--- config.mk ---
export PLATFORM = sky130hd
export DESIGN_NAME = i2c_cfg_seq
export DESIGN_NICKNAME = d
export VERILOG_FILES = /design/src/rtl/i2c_cfg_seq.sv
export SDC_FILE = /design/constraint.sdc
export NUM_CORES = 1
export LEC_CHECK = 0
export ABC_AREA = 1
export BUFFER_PORTS_ARGS = -buffer_cell sky130_fd_sc_hd__buf_2
export CAP_MARGIN = 20
export CORE_UTILIZATION = 60
export CTS_BUF_LIST = sky130_fd_sc_hd__clkbuf_8
export DETAILED_ROUTE_END_ITERATION = 10
export PLACE_DENSITY = 0.85
export SLEW_MARGIN = 20
export SYNTH_ARGS = -nofsm -noshare
export SYNTH_HDL_FRONTEND = slang
export SYNTH_SLANG_ARGS = --single-unit
--- constraint.sdc ---
create_clock -name sys_clk -period 7.1 [get_ports sys_clk]
set_input_delay 1.42 -clock sys_clk [delete_from_list [all_inputs] [get_ports sys_clk]]
set_output_delay 1.42 -clock sys_clk [all_outputs]
set_load 0.01 [all_outputs]
--- src/rtl/i2c_cfg_seq.sv ---
// Walks a register table, issuing one I2C write per entry after a power-up wait.
// Entries whose address is 16'hFFFF are timed pauses of wr_data*DELAY_UNIT clocks.
module i2c_cfg_seq #(
    parameter logic [7:0]  REG_NUM      = 8'd251,
    parameter logic [14:0] CNT_WAIT_MAX = 15'd20000,
    parameter logic [15:0] TIMEOUT_MAX  = 16'd4000,
    parameter logic [9:0]  DELAY_UNIT   = 10'd1000
) (
    input  logic        sys_clk,
    input  logic        sys_rst_n,
    input  logic        cfg_restart,
    input  logic        i2c_end,
    input  logic [23:0] cfg_word,
    output logic [7:0]  cfg_idx,
    output logic        i2c_start,
    output logic        wr_en,
    output logic        rd_en,
    output logic        addr_num,
    output logic [15:0] byte_addr,
    output logic [7:0]  wr_data,
    output logic        cfg_done,
    output logic        cfg_err,
    output logic        busy
);

    typedef enum logic [2:0] {
        WAIT_PWR,
        FETCH,
        ISSUE,
        WAIT_END,
        DELAY,
        NEXT,
        DONE
    } state_t;

    state_t      state;
    state_t      next_state;
    logic [14:0] cnt_wait;
    logic [15:0] cnt_timeout;
    logic [17:0] cnt_delay;
    logic [17:0] delay_len;
    logic        wait_last;
    logic        timeout_last;
    logic        delay_last;
    logic        last_entry;

    assign wr_en    = 1'b1;
    assign rd_en    = 1'b0;
    assign addr_num = 1'b1;
    assign busy     = (state != DONE);

    // 8-bit count times 10-bit unit always fits in 18 bits
    assign delay_len    = 18'(wr_data) * 18'(DELAY_UNIT);
    assign wait_last    = (cnt_wait == CNT_WAIT_MAX - 15'd1);
    assign timeout_last = (cnt_timeout == TIMEOUT_MAX - 16'd1);
    assign delay_last   = (delay_len == 18'd0) || (cnt_delay == delay_len - 18'd1);
    assign last_entry   = (cfg_idx == REG_NUM - 8'd1);

    always_ff @(posedge sys_clk or negedge sys_rst_n) begin
        if (!sys_rst_n)
            state <= WAIT_PWR;
        else
            state <= next_state;
    end

    always_comb begin
        next_state = state;
        case (state)
            WAIT_PWR: if (wait_last) next_state = FETCH;
            FETCH:    next_state = (cfg_word[23:8] == 16'hFFFF) ? DELAY : ISSUE;
            ISSUE:    next_state = WAIT_END;
            WAIT_END: if (i2c_end || timeout_last) next_state = NEXT;
            DELAY:    if (delay_last) next_state = NEXT;
            NEXT:     next_state = last_entry ? DONE : FETCH;
            DONE:     if (cfg_restart) next_state = FETCH;
            default:  next_state = WAIT_PWR;
        endcase
    end

    always_ff @(posedge sys_clk or negedge sys_rst_n) begin
        if (!sys_rst_n) begin
            cnt_wait    <= '0;
            cnt_timeout <= '0;
            cnt_delay   <= '0;
            cfg_idx     <= '0;
            i2c_start   <= 1'b0;
            byte_addr   <= '0;
            wr_data     <= '0;
            cfg_done    <= 1'b0;
            cfg_err     <= 1'b0;
        end else begin
            i2c_start <= (next_state == ISSUE);
            case (state)
                WAIT_PWR: if (!wait_last) cnt_wait <= cnt_wait + 15'd1;
                FETCH: begin
                    byte_addr   <= cfg_word[23:8];
                    wr_data     <= cfg_word[7:0];
                    cnt_timeout <= '0;
                    cnt_delay   <= '0;
                end
                // A completion arriving on the timeout terminal still counts as success
                WAIT_END: begin
                    if (!i2c_end) begin
                        if (timeout_last)
                            cfg_err <= 1'b1;
                        else
                            cnt_timeout <= cnt_timeout + 16'd1;
                    end
                end
                DELAY: if (!delay_last) cnt_delay <= cnt_delay + 18'd1;
                NEXT: begin
                    if (last_entry)
                        cfg_done <= 1'b1;
                    else
                        cfg_idx <= cfg_idx + 8'd1;
                end
                DONE: begin
                    if (cfg_restart) begin
                        cfg_done <= 1'b0;
                        cfg_err  <= 1'b0;
                        cfg_idx  <= '0;
                    end
                end
                default: ;
            endcase
        end
    end

endmodule
==> flow_summary.ini <==
[pwr]
pwr_density_cell_mw_per_mm2 = 119
leakagePower_nw = 3.69
ir_worst_vdd_mv = 0.152
total_power_mw = 0.864

[place]
dpl.hpwl_um = 11000
gpl.final_weighted_congestion = 0.885
port_buffers = 63
dpl.cell_count = 1087
dp_slack_ns = 1.93

[grt]
antenna_found_initial = 0
overflow = 0
grt_max_degree = 69
grt_pass1_wl_um = 25600
grtUsageTotal = 0.277
grt_pass1_vias = 5778

[min_path]
whs_path_depth = 1
hp-class = flop to flop

[cts]
cts_sinks = 87
clockBufferDepth = 2
worstSkewPairLatency_ns = 0.37
cts-htree-levels = 3
ctsResizeCount = 0
numCtsBuffers = 9
root_buffer = clkbuf_8
postCtsSetupBuffers = 0
cts_tree = built
cts.reportedPaths.clkPinSlew_ns = 0.09
cts_hold_buf = 0

[sta]
slew_headroom = 0.450
fin_crit_sh = 0.735
fin_skew_ns = 0.0160
period_needed_ns = 5.22
finalSetupViolCount = 0
hold_violations = 0
layout_setup_ws_ns = 1.88
final_max_slew_viol_count = 0
worstMarginPinSlew_ns = 0.824
rsz0062_at_grt = false
tns_ns = 0
max_freq_mhz = 192

[logic_synthesis]
syn_avg_cell_area_um2 = 7.36
netlist_area_mm2 = 0.00661
yosysMostFrequentCell = nand2_1
synth_edf_count = 0
synth_top_area_share = 0.329
seq_area_frac_synth = 0.329
ys_ff_latch = 87
synth_cells = 899
synth_commonest_cells = nand2_1, inv_1, nand3_1, dfrtp_1, nor2_1
synth.largest_area_cell = dfrtp_1
synth_cell_types = 44
ys_warn_count = 0
synth_area_leaders = dfrtp_1, nand2_1, ha_1, inv_1, nand3_1
async_flop_share = 1.00
ys.flop_type = dfrtp_1

[critical_path]
path_common_cell = nand2_1
path_depth = 23
arrival_ns = 5.52
cp_top_family = adder cells
worst-path-buf-inv = 3
path_class = flop to flop
worstPathCellList = inv_1 -> fa_1 -> fa_1 -> fa_1 -> inv_1 -> fa_1 -> ha_1 -> inv_1 -> nand2_1 -> nand3_2 -> nand2_1 -> nand2_1 -> nand2_1 -> nand2_2 -> nor2_4 -> nand3_1 -> a21oi_1 -> nor2_1 -> nand3_2 -> nand3_4 -> nand2_4 -> nand2_1 -> nand2_1
r2r_cells = 23
worstSetupStartpointType = flop
required_ns = 7.40
worstPathMaxFanout = 19
cpPeakStageDelay_ns = 0.63
endpoint_kind = flop
crit_slowest_cell = fa_1

[floorplanning]
ios = 67
start_util = 0.629
chipHeight_um = 107
die_w_um = 107
core_mm2 = 0.0105
row_count = 37
die_area_mm2 = 0.0114

[job]
drv_cap = 0

[route]
wl_um = 14500
drc_errors = 0
drt_iter0_drc = 399
post_drt_wl_per_cell_um = 13.2
via_count = 6008
ant_nets = 0
via_per_inst = 5.45
drtPass1Iterations = 5

[layout]
drive_gt1_frac = 0.115
multiInputGateArea_mm2 = 0.00387
synthToLayoutAreaGrowth_pct = 9.44
regArea_mm2 = 0.00218
antenna_cells = 0
nNetsFinal = 1054
nFillCells = 835
fin_cells = 1102

[run_status]
status = complete, no violations
power breakdown:
| group | switching, mW | internal [mW] |
|---|---|---|
| sequential | 0 | 0.495 |
| combinational | 0.0140 | 0.00607 |
| clock | 0.185 | 0.163 |
| total | 0.199 | 0.664 |
flip-flops by register name, summed over array words and instances (netlist names):
signal       flops
state            3
cfg_err          1
wr_data          8
cfg_done         1
cnt_timeout     16
cfg_idx          8
i2c_start        1
byte_addr       16
cnt_delay       18
cnt_wait        15
path summary, 6_finish.rpt:
| path | startpoint | endpoint | slack [ns] |
|---|---|---|---|
| max in group asynchronous | sys_rst_n | cnt_delay[8] | 5.09 |
| worst max register to register | wr_data[0] | cnt_delay[16] | 1.88 |
| worst max-delay path | wr_data[0] | cnt_delay[16] | 1.88 |
| min in group asynchronous | sys_rst_n | byte_addr[2] | 0.92 |
| worst min register to register | cnt_wait[11] | cnt_wait[11] | 0.47 |
| worst min-delay path | cnt_wait[11] | cnt_wait[11] | 0.47 |
metal layers:
layer  vias to the layer above  part of all wire  wire (um)  track usage
met2                       165              0.48       6990        0.474
met4                         0             0.021        306       0.0783
li1                       2984                 -          -            -
met1                      2823              0.46       6670        0.364
met5                         -                 0          0            0
met3                        36             0.038        557       0.0432
placed cells by master, fill, tap and decap left out, types with 2 or more instances in the layout:
cell,instances
ha_1,42
o21ai_0,18
nand2_1,260
xnor2_1,10
nand4_1,15
inv_1,127
mux2i_1,2
nor4_1,8
nand2_2,10
fa_1,22
nor2_2,8
nor2_4,2
nand3b_1,5
clkinv_1,4
nand3_2,5
a31oi_1,2
buf_2,62
nor3_1,20
dfrtp_1,87
a21oi_1,21
nor2_1,77
buf_4,3
a21oi_2,2
conb_1,3
nand3_1,90
clkinvlp_4,2
o22ai_1,6
nor3b_1,2
xor2_1,23
clkbuf_8,9
layout make-up:
class,count,area share
Multi-Input combinational cell,667,0.534
Sequential cell,87,0.301
Inverter,132,0.0685
Timing Repair Buffer,65,0.0460
Tap cell,136,0.0235
Clock buffer,9,0.0171
Clock inverter,6,0.00968
stage by stage:
stage / utilization / hold slack [ns] / cell area (um2)
5_1_grt: 0.689 / 0.489 / 7240
3_5_place_dp: 0.670 / 0.457 / 7040
2_1_floorplan: - / 0.442 / 6620
6_report: 0.689 / 0.471 / 7240
3_3_place_gp: 0.670 / 0.450 / 7040
4_1_cts: 0.689 / 0.474 / 7240
cell families after synthesis:
| group | Yosys count | synth area share |
|---|---|---|
| and+or+nand+nor | 507 | 0.339 |
| other | 2 | 0.00114 |
| AOI/OAI and AO/OA | 57 | 0.0490 |
| muxes | 3 | 0.00473 |
| xor gates and xnor gates | 33 | 0.0437 |
| DFF | 87 | 0.329 |
| buffers and inverters | 146 | 0.0868 |
| adders and majority gates | 64 | 0.146 |
worst register-to-register path, stage by stage, from the launching register on:
cell and delay [ns]:
dfrtp_1 0.48, inv_1 0.18, fa_1 0.63, fa_1 0.46, fa_1 0.55, inv_1 0.06, fa_1 0.46, ha_1 0.38
inv_1 0.08, nand2_1 0.15, nand3_2 0.12, nand2_1 0.13, nand2_1 0.08, nand2_1 0.10, nand2_2 0.08, nor2_4 0.10
nand3_1 0.10, a21oi_1 0.17, nor2_1 0.07, nand3_2 0.10, nand3_4 0.21, nand2_4 0.30, nand2_1 0.10, nand2_1 0.07
(Power assumes the default switching activity.)
